### src/rtl/warp_scheduler.sv
// warp_scheduler
//   Launches one thread block per core and sequences its warps through the
//   shared instruction pipeline, one instruction per warp turn, round-robin.
//
// Ports
//   clk, reset        clock, asynchronous active-low reset
//   start             launch pulse, accepted only while idle
//   block_id          block index, latched on an accepted start
//   block_size        thread count of the block, latched on an accepted start
//   busy              a block is in progress
//   done              one-cycle pulse once every warp has retired
//   warp_enable       one-hot selected warp during FETCH..UPDATE, else zero
//   active_warp       index of the selected warp
//   warp_state        pipeline stage of the selected warp (IDLE outside stages)
//   thread_enable     execution mask of the selected warp
//   fetch_req         instruction fetch request (FETCH stage)
//   fetch_pc          PC of the selected warp
//   fetch_valid       fetched instruction ready (sampled in FETCH)
//   mem_req           instruction uses the LSU (sampled at end of DECODE)
//   lsu_done          LSU finished (sampled in WAIT)
//   instr_ret         instruction is RET (sampled at end of DECODE)
//   next_pc           PC of the selected warp after this instruction (UPDATE)

module warp_scheduler #(
    parameter int NUM_WARPS        = 4,
    parameter int THREADS_PER_WARP = 4
) (
    input  logic                         clk,
    input  logic                         reset,
    input  logic                         start,
    input  logic [31:0]                  block_id,
    input  logic [31:0]                  block_size,
    output logic                         busy,
    output logic                         done,
    output logic [NUM_WARPS-1:0]         warp_enable,
    output logic [$clog2(NUM_WARPS)-1:0] active_warp,
    output logic [2:0]                   warp_state,
    output logic [THREADS_PER_WARP-1:0]  thread_enable,
    output logic                         fetch_req,
    output logic [31:0]                  fetch_pc,
    input  logic                         fetch_valid,
    input  logic                         mem_req,
    input  logic                         lsu_done,
    input  logic                         instr_ret,
    input  logic [31:0]                  next_pc
);

    localparam int          WARP_W   = $clog2(NUM_WARPS);
    localparam int          TPW_LOG  = $clog2(THREADS_PER_WARP);
    localparam logic [31:0] TPW_MASK = 32'(THREADS_PER_WARP - 1);

    typedef enum logic [2:0] {
        W_IDLE    = 3'd0,
        W_FETCH   = 3'd1,
        W_DECODE  = 3'd2,
        W_REQUEST = 3'd3,
        W_WAIT    = 3'd4,
        W_EXECUTE = 3'd5,
        W_UPDATE  = 3'd6,
        W_DONE    = 3'd7
    } warp_state_t;

    typedef enum logic [2:0] {
        S_IDLE,
        S_SELECT,
        S_FETCH,
        S_DECODE,
        S_REQUEST,
        S_WAIT,
        S_EXECUTE,
        S_UPDATE
    } ctrl_state_t;

    ctrl_state_t           state_q, state_d;
    logic [WARP_W-1:0]     active_q, active_d;
    logic                  busy_q, busy_d;
    logic                  done_q, done_d;
    logic [31:0]           block_id_q, block_id_d;
    logic [31:0]           block_size_q, block_size_d;
    logic [31:0]           pc_q [NUM_WARPS];
    logic [31:0]           pc_d [NUM_WARPS];
    logic [NUM_WARPS-1:0]  wdone_q, wdone_d;
    logic                  mem_q, mem_d;
    logic                  ret_q, ret_d;

    // Warp count of the incoming block, computed without forming
    // block_size + THREADS_PER_WARP - 1 so the top of the 32-bit range cannot wrap.
    logic [32:0] full_warps;
    logic        partial_warp;
    logic [32:0] nw_raw;
    logic [32:0] nw;

    always_comb begin
        full_warps   = {1'b0, block_size >> TPW_LOG};
        partial_warp = |(block_size & TPW_MASK);
        nw_raw       = full_warps + 33'(partial_warp);
        nw           = (nw_raw > 33'(NUM_WARPS)) ? 33'(NUM_WARPS) : nw_raw;
    end

    // Round-robin pick: scan from active_q+1 upward with wrap. The loop runs from
    // the farthest candidate to the nearest so the nearest pending warp wins.
    logic              sel_found;
    logic [WARP_W-1:0] sel_idx;
    logic [WARP_W-1:0] cand;

    always_comb begin
        sel_found = 1'b0;
        sel_idx   = '0;
        cand      = '0;
        for (int k = NUM_WARPS; k >= 1; k--) begin
            cand = active_q + k[WARP_W-1:0];
            if (!wdone_q[cand]) begin
                sel_found = 1'b1;
                sel_idx   = cand;
            end
        end
    end

    // NOTE: every signal gets a default before the case so no path leaves one
    // unassigned, which would otherwise infer a latch.
    always_comb begin
        state_d      = state_q;
        active_d     = active_q;
        busy_d       = busy_q;
        done_d       = 1'b0;
        block_id_d   = block_id_q;
        block_size_d = block_size_q;
        pc_d         = pc_q;
        wdone_d      = wdone_q;
        mem_d        = mem_q;
        ret_d        = ret_q;

        case (state_q)
            S_IDLE: begin
                if (start) begin
                    block_id_d   = block_id;
                    block_size_d = block_size;
                    for (int i = 0; i < NUM_WARPS; i++) begin
                        wdone_d[i] = (33'(i) >= nw);
                        pc_d[i]    = '0;
                    end
                    // Parking on the last warp makes the first scan start at warp 0.
                    active_d = WARP_W'(NUM_WARPS - 1);
                    busy_d   = 1'b1;
                    state_d  = S_SELECT;
                end
            end
            S_SELECT: begin
                if (sel_found) begin
                    active_d = sel_idx;
                    state_d  = S_FETCH;
                end else begin
                    busy_d  = 1'b0;
                    done_d  = 1'b1;
                    state_d = S_IDLE;
                end
            end
            S_FETCH: begin
                if (fetch_valid) begin
                    state_d = S_DECODE;
                end
            end
            S_DECODE: begin
                // Decode results are held for the rest of the instruction.
                mem_d   = mem_req;
                ret_d   = instr_ret;
                state_d = S_REQUEST;
            end
            S_REQUEST: begin
                state_d = S_WAIT;
            end
            S_WAIT: begin
                if (!mem_q || lsu_done) begin
                    state_d = S_EXECUTE;
                end
            end
            S_EXECUTE: begin
                state_d = S_UPDATE;
            end
            S_UPDATE: begin
                pc_d[active_q] = next_pc;
                if (ret_q) begin
                    wdone_d[active_q] = 1'b1;
                end
                state_d = S_SELECT;
            end
            default: begin
                state_d = S_IDLE;
            end
        endcase
    end

    // NOTE: sequential state uses non-blocking assignments so every flop
    // samples the pre-edge value of its neighbours.
    always_ff @(posedge clk or negedge reset) begin
        if (!reset) begin
            state_q      <= S_IDLE;
            active_q     <= '0;
            busy_q       <= 1'b0;
            done_q       <= 1'b0;
            block_id_q   <= '0;
            block_size_q <= '0;
            wdone_q      <= '0;
            mem_q        <= 1'b0;
            ret_q        <= 1'b0;
            // NOTE: the PC file is reset explicitly; it is only a few words and a
            // reset mid-block must leave every warp restartable from PC 0.
            for (int i = 0; i < NUM_WARPS; i++) begin
                pc_q[i] <= '0;
            end
        end else begin
            state_q      <= state_d;
            active_q     <= active_d;
            busy_q       <= busy_d;
            done_q       <= done_d;
            block_id_q   <= block_id_d;
            block_size_q <= block_size_d;
            wdone_q      <= wdone_d;
            mem_q        <= mem_d;
            ret_q        <= ret_d;
            pc_q         <= pc_d;
        end
    end

    // The block index is held for the per-warp units; nothing in this block reads it.
    logic unused_block_id;
    assign unused_block_id = ^block_id_q;

    logic        in_stage;
    logic [31:0] thread_base;

    always_comb begin
        in_stage    = (state_q != S_IDLE) && (state_q != S_SELECT);
        warp_enable = in_stage ? (NUM_WARPS'(1) << active_q) : '0;

        case (state_q)
            S_FETCH:   warp_state = W_FETCH;
            S_DECODE:  warp_state = W_DECODE;
            S_REQUEST: warp_state = W_REQUEST;
            S_WAIT:    warp_state = W_WAIT;
            S_EXECUTE: warp_state = W_EXECUTE;
            S_UPDATE:  warp_state = W_UPDATE;
            default:   warp_state = W_IDLE;
        endcase

        // The base thread index never exceeds NUM_WARPS*THREADS_PER_WARP, so the
        // sum below cannot wrap; oversized blocks therefore give full masks.
        thread_base = 32'(active_q) << TPW_LOG;
        for (int t = 0; t < THREADS_PER_WARP; t++) begin
            thread_enable[t] = (thread_base + 32'(t)) < block_size_q;
        end
    end

    assign busy        = busy_q;
    assign done        = done_q;
    assign active_warp = active_q;
    assign fetch_req   = (state_q == S_FETCH);
    assign fetch_pc    = pc_q[active_q];

endmodule
### config.mk
export PLATFORM = sky130hd
export DESIGN_NAME = warp_scheduler
export DESIGN_NICKNAME = d
export VERILOG_FILES = /design/src/rtl/warp_scheduler.sv
export SDC_FILE = /design/constraint.sdc
export NUM_CORES = 1
export LEC_CHECK = 0
export ABC_AREA = 1
export BUFFER_PORTS_ARGS = -buffer_cell sky130_fd_sc_hd__buf_2
export CORE_UTILIZATION = 53
export CTS_BUF_LIST = sky130_fd_sc_hd__clkbuf_8
export CTS_CLUSTER_SIZE = 16
export DETAILED_ROUTE_END_ITERATION = 6
export HOLD_SLACK_MARGIN = 0.02
export PLACE_DENSITY = 0.83
export SYNTH_ARGS = -nofsm -noshare
export SYNTH_HDL_FRONTEND = slang
export SYNTH_SLANG_ARGS = --single-unit
export TNS_END_PERCENT = 1
### constraint.sdc
create_clock -name clk -period 2 [get_ports clk]
set_input_delay 0.4 -clock clk [delete_from_list [all_inputs] [get_ports clk]]
set_output_delay 0.4 -clock clk [all_outputs]
set_load 0.05 [all_outputs]
# [After elaboration in Yosys (flattened, before gate mapping)]
# Cells that the tools add are included.
# W data, S select, Z words.
[totals] ff_bits=173 input_bits=103 wordCells=114
[op_classes] n_addsub=7 order_cmp=16 n_eq_ne=15 n_shift=1 muxes=45 bitwise_logic=2 n_reduce_logical=16
[ops] cell="$pmux W128 S2" n=1
[ops] cell="$bwmux W128" n=1
[ops] cell="$mux W128" n=1
[ops] cell="$lt A5 B32 Y1" n=3
[ops] cell="$mux W32" n=3
[ops] cell="$bmux W32 S2" n=1
[ops] cell="$demux W32 S2" n=1
[ops] cell="$ge A1 B31 Y1 const A" n=2
[ops] cell="$ge A2 B31 Y1 const A" n=2
[ops] cell="$lt A4 B32 Y1" n=1
[ops] cell="$add A30 B1 Y31" n=1
[ops] cell="$gt A31 B3 Y1 const B" n=1
[ops] cell="$mux W31" n=1
[ops] cell="$pmux W3 S8" n=1
[ops] cell="$pmux W3 S6" n=1
[ops] cell="$mux W2" n=7
[ops] cell="$mux W1" n=13
[ops] cell="$eq A3 B3 Y1 const B" n=4
[ops] cell="$lt A2 B3 Y1 const B" n=4
[ops] cell="$mux W4" n=3
[ops] cell="$add A4 B2 Y5 const B" n=2
[ops] cell="$ne A2 B2 Y1 const B" n=5
[ops] cell="$mux W3" n=3
[ops] cell="$reduce_and A3 Y1" n=3
[ops] cell="28 further kinds" n=37

# [Longest topological paths before layout]
# Gate-level depths: netlist of run 1.
[depth] word_depth=8 ltp_mapped=19 mapped_depth_nobuf=19

# [Worst setup path before layout of run 1]
# OpenSTA, ideal clock, no wires.
[synth_path] path_kind="reg2out" start="reg active_q[0], in the netlist active_warp[0]" end="out thread_enable[2]" arrival_time_ps=2741 slack_ps=-1141 stages_incl_launch_ff=7 path_buffers=1 cell_sequence="dfrtp_1 inv_2 clkbuf_1 ha_1 nand2_1 o21ai_0 o21ai_0"
[synth_between] elab_chain_len=2
[synth_lines] item="from (decl)" line_no="75" source="logic [WARP_W-1:0] active_q, active_d;"
[synth_lines] item="from (signal assigned)" line_no="213" source="active_q <= active_d;"
[synth_lines] item="$add A4 B2 Y5" line_no="250" source="thread_enable[t] = (thread_base + 32'(t)) < block_size_q;"
[synth_lines] item="$lt A5 B32 Y1" line_no="250"
[synth_lines] item="to (decl)" line_no="38" source="output logic [THREADS_PER_WARP-1:0] thread_enable,"
# No other way between the ends.

# [Worst setup path in the final report of run 1]
[layout_path] start="reg block_size_q[26]" end="out thread_enable[3]"
[layout_between] elab_chain_len=1
[layout_lines] item="from (decl)" line_no="79" source="logic [31:0] block_size_q, block_size_d;"
[layout_lines] item="from (signal assigned)" line_no="217" source="block_size_q <= block_size_d;"
[layout_lines] item="$lt A5 B32 Y1" line_no="250"
# No other way between the ends.

==> results of run 1 <==
## flip-flops by register name (all words and copies together), names as in the netlist
register / count
active_warp: 2
block_size_q: 32
busy: 1
done: 1
mem_q: 1
pc_q: 128
ret_q: 1
state_q: 3
wdone_q: 4
## synthesized netlist by cell type, types with 4 or more instances
master	n
nor3_1	8
inv_2	4
o22ai_1	96
inv_1	158
nand2_2	4
nand4_1	6
o21ai_1	5
nor2_1	75
clkbuf_1	41
ha_1	9
a21oi_1	105
nand3_1	28
nor2_2	11
nand2_1	281
buf_2	12
dfrtp_1	173
a21oi_2	4
o21ai_0	108
xor2_1	6
## what timing repair did
action | in CTS | in global routing
hold buffers | 1 | 0
pin swaps | 3 | 1
resized for setup | 125 | 32
endpoints found under the hold margin | 48 | 0
buffers inserted | 1 | 1
endpoints found under the setup margin | 76 | 97
## per-stage QoR
stage,setup TNS [ps],power [mW],utilization,cells
2_1_floorplan,-10380,12.8,-,1162
3_3_place_gp,-2140,15.3,0.636,1533
3_5_place_dp,-4360,15.6,0.636,1533
4_1_cts,-9780,18.9,0.679,1566
5_1_grt,-13140,20.4,0.685,1567
6_report,-9430,19.3,0.685,1567
## report_power, final
group          internal, mW  switching (mW)  total, mW
logic                  3.71            7.30       11.0
registers              5.08           0.891       5.97
clock network          1.05            1.29       2.34
## layout make-up
cell class,count,area share
sequential,173,0.383
multi-input combinational,769,0.357
timing repair buffer,209,0.147
inverter,165,0.0561
tap,220,0.0243
clock buffer,19,0.0231
clock inverter,12,0.00995
## path summary, 6_finish.rpt
check	start	end	slack [ps]	cells after the start
max	block_size_q[26]	thread_enable[3]	-570	7
min	mem_req	mem_q	170	2
max reg2reg	active_warp[0]	active_warp[0]	50	12
min reg2reg	block_size_q[30]	block_size_q[30]	490	2
max in group asynchronous	reset	pc_q[74]	870	3
min in group asynchronous	reset	pc_q[38]	480	2
## per-layer routing
metal | vias to the layer above | track usage | part of all wire
met3 | 73 | 0.0494 | 0.070
met2 | 458 | 0.502 | 0.49
met5 | - | 0 | 0
met4 | 0 | 0.145 | 0.031
li1 | 4156 | - | -
met1 | 4259 | 0.398 | 0.41
## kinds of logic after synthesis
| group | after synthesis | share of synthesized area |
|---|---|---|
| flops | 173 | 0.486 |
| fa+ha+maj | 9 | 0.0126 |
| mux | 2 | 0.00239 |
| compound gates | 322 | 0.197 |
| buf+inv | 220 | 0.0944 |
| xor+xnor | 6 | 0.00590 |
| simple gates | 430 | 0.202 |
## critical path, stage by stage, from the launching register on
cell and delay (ps):
dfrtp_1 390, or4_4 540, nor3_2 120, nand2_1 110
nor3_2 120, buf_4 190, o21ai_2 80, buf_6 160
==> summary.log, run 1 <==
[outcome] status finished with violations
[outcome] violated checks setup timing
[route] detailed-route vias per instance 5.71
[timing] Pins Over Slew Limit 0
[critical_path] Max Fanout on Critical Path 4
[layout] Finished Cell Area 11300 sq um
[critical_path] type of element capturing the critical path output pin
[critical_path] worst setup path class register to output pin
[clock_network] TritonCTS clock tree built
[place] final RePlAce weighted congestion 0.941
[power_and_ir_drop] Pwr per Cell Area 1710 nW/um^2
[clock_network] clk_lat worst skew 470 ps
[timing] setup repair after global routing missed its margin yes
[place] HPWL Detailed 17400 microns
[timing] count of endpoints failing setup in the final report 42
[die] total I/O pin count 151
[timing] fin crit period 2570 ps
[critical_path] CP Data Arrival Time 2170 ps
[logic_synthesis] post-synthesis average cell area 7.67 sq um
[timing] Worst Max-Slew Pin Slew 541 ps
[logic_synthesis] Cell variety after synth 37
[die] DIE WIDTH 132 microns
[logic_synthesis] number of nets in the synthesized netlist 1274
[clock_network] TritonCTS buffer count 17
[logic_synthesis] fraction of synthesized cell area taken by the top area cell type 0.486
[clock_network] buffer cell driving the clock tree root clkbuf_8
[clock_network] total clock sinks 173
[timing] fmax 389 MHz
[timing] final worst clock skew 15.9 ps
[route] number of routed nets with antenna violations 0
[global_route] number of antenna violations at the first check in global routing 0
[clock_network] maximum buffer depth of the clock tree 2
[place] post-detailed-placement cell area 10500 sq um
[die] area of the die 17300 sq um
[die] core area 16500 sq um
[layout] layout overhead on the synthesized area 27.0%
[logic_synthesis] leading register cell type out of synthesis dfrtp_1
[die] starting density of the core 0.539
[min_path] HP Class input port to register
[timing] post-route clock period utilization 1.29
[power_and_ir_drop] leak pwr 5.24 nW
[logic_synthesis] cell accounting for the most synthesized area dfrtp_1
[critical_path] Startpoint Class register
[clock_network] H-tree lvl count 4
[timing] relative max-transition margin 0.639
[place] number of input and output port buffers inserted 118
[logic_synthesis] Post-Syn Area 8910 sq um
[layout] Filler Cell Count 1261
[layout] proportion of layout cells with a drive suffix above 1 0.256
[logic_synthesis] number of synthesized flops with an enable pin 0
[timing] final hold slack 166 ps
[logic_synthesis] gate count of the mapped netlist 1162
[critical_path] endpoint required time on the critical path 1600 ps
[global_route] pin count of the biggest net entering global routing 54
[layout] top library cells by usage in the layout, fill and taps aside 280 x nand2_1, 169 x dfrtp_1, 157 x inv_1
[die] vertical die dimension 132 microns
[route] # DRC 0
[route] average wire per standard cell 16.5 microns
[layout] Ant. Diodes 0
[power_and_ir_drop] highest ir drop seen on vdd 1.03 mV
[logic_synthesis] sequential cell area fraction in the yosys report 0.486
[place] Post-Place Worst Slack -440 ps
[global_route] global route overflow 0
[layout] flip-flop and latch area 4330 sq um
[die] Site Rows 47
[layout] nets@finish 1447
[route] DRT iter0 DRCs 898
[timing] Final Hold Fails 0
[logic_synthesis] cells taking the most area after synthesis dfrtp_1 49%, nand2_1 12%, o22ai_1 6.7%
[route] final wirelength 25800 microns
[layout] most common cell after layout, fill and taps aside nand2_1
[logic_synthesis] number of flip-flops and latches in the synthesized netlist 173
[flow_run] max-cap viol count 0
[layout] multi-input combinational cell area 4040 sq um
[route] drt pass-1 iters 6
[global_route] via count of the first global-routing pass 8593
[timing] worst path setup slack after routing -572 ps
[clock_network] clock edge transition at the registers on the reported setup and hold paths 90 ps
[logic_synthesis] synth warn 0
[route] vias 8946
[global_route] global-route usage over all layers 0.306
[global_route] global-route wire length before repair 42200 microns
[logic_synthesis] proportion of synthesized flip-flops having asynchronous set or reset 1.00
(Power assumes the default switching activity.)
==> run 2, diff against run 1 <==
CAP_MARGIN = 5   (was default)
CORE_MARGIN = 2   (was default)
MAX_ROUTING_LAYER = met4   (was default)
==> run 2 against run 1 <==
  * The run still ends with setup timing left
  * Highest routed layer unchanged
  * Routed wire length fell by 4.8%
  * Global-route usage fell by 1.3 points
  * Critical endpoint is now thread_enable[0]
  * Sequential share of layout area rose by 0.80 points
  * Sequential cell count did not move
  * Worst setup slack improved by 14 ps
  * Die area rose by 3.1%
  * Critical path depth did not move
  * Clock skew rose by 0.76 ps
  * Combinational power fell by 8%
==> summary.log, run 2 (synthesis results as in run 1) <==
[critical_path] capture instance of the worst register-to-register path pc_q[54]
[clock_network] total clock sinks 173
[timing] worst path setup slack after routing -558 ps
[global_route] global route overflow 0
[die] area of the die 17900 sq um
[route] DRT iter0 DRCs 688
[global_route] via count of the first global-routing pass 8521
[die] starting density of the core 0.539
[min_path] worst hold path startpoint instr_ret
[clock_network] maximum buffer depth of the clock tree 2
[die] core area 16500 sq um
[timing] final worst clock skew 16.6 ps
[critical_path] Max Fanout on Critical Path 4
[power_and_ir_drop] Power Total 18.6 mW
[global_route] global-route usage over all layers 0.293
[layout] flip-flop count of the largest register, all copies and words added 128
[layout] Largest Register pc_q
[critical_path] launch point of the worst reg-to-reg path state_q[0]
[layout] top library cells by usage in the layout, fill and taps aside 279 x nand2_1, 171 x dfrtp_1, 158 x inv_1
[route] average wire per standard cell 15.8 microns
[route] final wirelength 24600 microns
[timing] count of endpoints failing setup in the final report 41
[global_route] number of antenna violations at the first check in global routing 0
[power_and_ir_drop] Pwr per Cell Area 1680 nW/um^2
[timing] relative max-transition margin 0.695
[critical_path] register-to-register path setup slack 60 ps
[clock_network] TritonCTS buffer count 17
[clock_network] buffer cell driving the clock tree root clkbuf_8
[layout] Ant. Diodes 0
[critical_path] destination of the critical timing path thread_enable[0]
[critical_path] CP Data Arrival Time 2160 ps
[layout] Finished Cell Area 11100 sq um
[route] number of routed nets with antenna violations 0
[flow_run] max-cap viol count 0
[layout] most common cell after layout, fill and taps aside nand2_1
[timing] Pins Over Slew Limit 0
[die] DIE WIDTH 134 microns
[critical_path] Startpoint Class register
[timing] Final Hold Fails 0
[layout] layout overhead on the synthesized area 24.3%
[min_path] HP Class input port to register
[route] detailed-route vias per instance 5.49
[outcome] status finished with violations
[place] number of input and output port buffers inserted 118
[timing] setup repair after global routing missed its margin yes
[clock_network] clk_lat worst skew 470 ps
[outcome] violated checks setup timing
[power_and_ir_drop] highest ir drop seen on vdd 0.872 mV
[critical_path] endpoint required time on the critical path 1600 ps
[timing] post-route clock period utilization 1.28
[clock_network] H-tree lvl count 4
[critical_path] crit path launch block_size_q[26]
[die] total I/O pin count 151
[route] drt pass-1 iters 7
[timing] fmax 391 MHz
[die] Site Rows 47
[die] vertical die dimension 134 microns
[power_and_ir_drop] leak pwr 5.16 nW
[global_route] global-route wire length before repair 40700 microns
[timing] fin crit period 2560 ps
[clock_network] clock edge transition at the registers on the reported setup and hold paths 100 ps
[clock_network] TritonCTS clock tree built
[timing] Worst Max-Slew Pin Slew 458 ps
[layout] nets@finish 1437
[critical_path] type of element capturing the critical path output pin
[critical_path] worst setup path class register to output pin
[route] vias 8552
[layout] proportion of layout cells with a drive suffix above 1 0.239
[place] post-detailed-placement cell area 10400 sq um
[route] # DRC 0
[layout] largest registers pc_q (128), block_size_q (32), wdone_q (4)
[global_route] pin count of the biggest net entering global routing 62
[place] final RePlAce weighted congestion 0.933
[critical_path] number of cells on the worst reg-to-reg path 9
[place] HPWL Detailed 16800 microns
run 2: through the flow:
stage / cells / setup WS [ps] / TNS [ps] / hold WS [ps] / util
CTS: 1558 / -619 / -12170 / 123 / 0.665
global placement: 1525 / -347 / -1990 / 362 / 0.631
floorplan: 1162 / -254 / -10380 / 104 / -
global route: 1558 / -675 / -16030 / 124 / 0.670
finish: 1558 / -558 / -11250 / 155 / 0.670
detailed placement: 1525 / -438 / -2370 / 359 / 0.631
run 2: worst min path at each step:
stage	end	slack, ps	depth (start not counted)
finish	ret_q	160	3
global route	ret_q	120	3
CTS	ret_q	120	3
detailed placement	mem_q	360	1
global placement	mem_q	360	1
floorplan	active_warp[0]	100	0
run 2: power breakdown:
group / switching, mW / total (mW) / internal, mW
registers: 0.870 / 5.95 / 5.07
clock network: 1.29 / 2.51 / 1.22
logic: 6.93 / 10.1 / 3.20
run 2: critical path: stages (launching register included):
cell and delay (ps):
dfrtp_1 390, or4_4 550, nor3_4 140, nand2_2 100
nor3_2 100, buf_4 180, nand3_4 70, buf_6 160
run 2: timing repair:
item / CTS / global route
hold buffers: 1 / 0
setup endpoints to repair: 70 / 69
gates resized for setup: 58 / 26
cloned: 0 / 0
buffers inserted: 0 / 0
endpoints found under the hold margin: 37 / 0
pin swaps: 2 / 1
run 2: per-layer routing:
layer / up-vias / track usage / wire [microns]
met3: 41 / 0.0571 / 1410
met4: 0 / 0.105 / 566
met1: 4063 / 0.366 / 10400
met5: - / - / 0
li1: 4140 / - / -
met2: 308 / 0.480 / 12200
run 2: final cells by class:
| cell class | count | area (sq um) |
|---|---|---|
| Timing Repair Buffer | 199 | 1440 |
| Sequential cell | 173 | 4330 |
| Inverter | 165 | 632 |
| Clock buffer | 20 | 275 |
| Clock inverter | 12 | 136 |
| Multi-Input combinational cell | 769 | 3990 |
| Fill cell | 1288 | 5450 |
| Tap cell | 220 | 275 |
==> run 3, diff against run 2 <==
CORE_ASPECT_RATIO = 0.6   (was default)
==> run 3 against run 2 <==
  * Non-clock buffer count increased by 20
  * Clock skew increased by 1.4 ps
  * Hold slack improved by 19 ps
  * Die area increased by 0.19%
  * Worst setup slack got worse by 68 ps
  * The flow still finishes with violations (setup timing)
  * Sequential cell count unchanged
  * Routed wire length increased by 8.8%
  * Sequential power increased by 0.7%
  * Global-route usage increased by 2.2 points
  * Sequential share of layout area decreased by 1.2 points
  * Critical endpoint unchanged
  * Highest routed layer unchanged
  * Design area increased by 3.3%
  * Register-to-register slack improved by 40 ps
==> summary.log, run 3 (synthesis results as in run 1) <==
[critical_path] CP Data Arrival Time 2230 ps
[critical_path] launch point of the worst reg-to-reg path active_warp[0]
[clock_network] count of buffers added by post-CTS timing repair for setup 0
[route] vias 8868
[power_and_ir_drop] leak pwr 5.31 nW
[place] total instance count after detailed placement 1553
[critical_path] number of cells on the worst reg-to-reg path 9
[clock_network] TritonCTS buffer count 17
[timing] final hold slack 175 ps
[die] starting density of the core 0.545
[route] drt pass-1 iters 5
[layout] largest registers pc_q (128), block_size_q (32), wdone_q (4)
[die] area of the die 17900 sq um
[route] DRT iter0 DRCs 1218
[clock_network] TritonCTS clock tree built
[layout] Filler Cell Count 1275
[die] total I/O pin count 151
[global_route] global route overflow 0
[timing] Final Hold Fails 0
[timing] Worst Max-Slew Pin Slew 566 ps
[place] final RePlAce weighted congestion 1.03
[place] HPWL Detailed 18700 microns
[die] Site Rows 36
[global_route] global-route wire length before repair 42900 microns
[layout] final cell utilization of the core 0.700
[global_route] via count of the first global-routing pass 8318
[layout] Ant. Diodes 0
[clock_network] total clock sinks 173
[clock_network] maximum buffer depth of the clock tree 2
[outcome] status finished with violations
[route] detailed-route vias per instance 5.59
[critical_path] worst setup path class register to output pin
[clock_network] buffer cell driving the clock tree root clkbuf_8
[power_and_ir_drop] Pwr per Cell Area 1690 nW/um^2
[layout] top library cells by usage in the layout, fill and taps aside 279 x nand2_1, 169 x dfrtp_1, 155 x inv_1
[route] final wirelength 26700 microns
[outcome] violated checks setup timing
[layout] Largest Register pc_q
[timing] setup repair after global routing missed its margin yes
[critical_path] Startpoint Class register
[route] average wire per standard cell 16.8 microns
[clock_network] clock edge transition at the registers on the reported setup and hold paths 100 ps
[layout] post-route insts no fill 1586
[global_route] global-route usage over all layers 0.315
[timing] fmax 381 MHz
[critical_path] type of element capturing the critical path output pin
[route] number of routed nets with antenna violations 0
[global_route] number of antenna violations at the first check in global routing 0
[timing] post-route clock period utilization 1.31
[place] number of input and output port buffers inserted 118
[timing] final worst clock skew 18.0 ps
[flow_run] max-cap viol count 0
[min_path] HP Class input port to register
[layout] flip-flop count of the largest register, all copies and words added 128
[clock_network] H-tree lvl count 4
[place] post-detailed-placement cell area 10600 sq um
[critical_path] register-to-register path setup slack 100 ps
[timing] relative max-transition margin 0.622
[layout] Finished Cell Area 11400 sq um
[layout] nets@finish 1457
[clock_network] clk_lat worst skew 480 ps
[route] # DRC 0
[timing] Pins Over Slew Limit 0
[layout] most common cell after layout, fill and taps aside nand2_1
[power_and_ir_drop] highest ir drop seen on vdd 1.07 mV
[critical_path] destination of the critical timing path thread_enable[0]
[timing] fin crit period 2630 ps
[timing] Sum Neg Setup Slack -11890 ps
[timing] count of endpoints failing setup in the final report 41
[critical_path] capture instance of the worst register-to-register path state_q[1]
[die] DIE WIDTH 171 microns
[layout] layout overhead on the synthesized area 28.5%
[critical_path] endpoint required time on the critical path 1600 ps
[critical_path] crit path launch block_size_q[17]
[die] core area 16400 sq um
[timing] worst path setup slack after routing -626 ps
[critical_path] Max Fanout on Critical Path 4
[global_route] pin count of the biggest net entering global routing 68
[die] vertical die dimension 104 microns
[layout] proportion of layout cells with a drive suffix above 1 0.261
==> run 3: metal layers <==
metal  GRT usage  wire length (microns)  up-vias
li1            -                      -     4178
met1       0.477                  12100     4169
met2       0.421                  11100      487
met3      0.0803                   3120       34
met4      0.0738                    298        0
met5           -                      0        -
==> run 3: report_power, final <==
group | internal, mW | total, mW | switching [mW]
Sequential | 5.08 | 5.99 | 0.910
Clock | 0.986 | 2.49 | 1.51
Combinational | 3.62 | 10.8 | 7.23
Total | 9.68 | 19.3 | 9.64
==> run 3: timing repair <==
item,CTS,global route
resized for setup,92,50
pin swaps,2,2
hold buffers,1,0
hold endpoints to repair,56,0
gates cloned,0,0
endpoints found under the setup margin,43,92
==> run 3: through the flow <==
stage	setup slack, ps	power, mW
final	-626	19.3
after global routing	-734	20.5
after CTS	-631	18.9
after detailed placement	-481	15.8
after global placement	-386	15.5
after floorplan	-254	12.8
==> run 3: worst min-delay path by stage <==
| stage | cells past startpoint | slack (ps) | end | from |
|---|---|---|---|---|
| after detailed placement | 1 | 420 | block_size_q[27] | reset |
| after global placement | 1 | 420 | block_size_q[24] | reset |
| after floorplan | 0 | 100 | active_warp[0] | reset |
| after global routing | 2 | 180 | mem_q | mem_req |
| final | 3 | 170 | ret_q | instr_ret |
| after CTS | 3 | 170 | ret_q | instr_ret |
==> run 3: area by class of cell <==
| cell class | count | area (sq um) | area share |
|---|---|---|---|
| clock inverter | 14 | 173 | 0.0151 |
| multi-input combinational | 769 | 4060 | 0.355 |
| inverter | 165 | 631 | 0.0551 |
| timing repair buffer | 219 | 1720 | 0.150 |
| sequential | 173 | 4330 | 0.379 |
| clock buffer | 18 | 248 | 0.0216 |
| tap | 228 | 285 | 0.0249 |
==> run 3: worst max-delay path: stages (launching register included) <==
cell,delay (ps)
dfrtp_1,390
or4_4,550
nor3_4,140
nand2_2,110
nor3_2,150
buf_4,190
nand3_4,70
buf_6,160
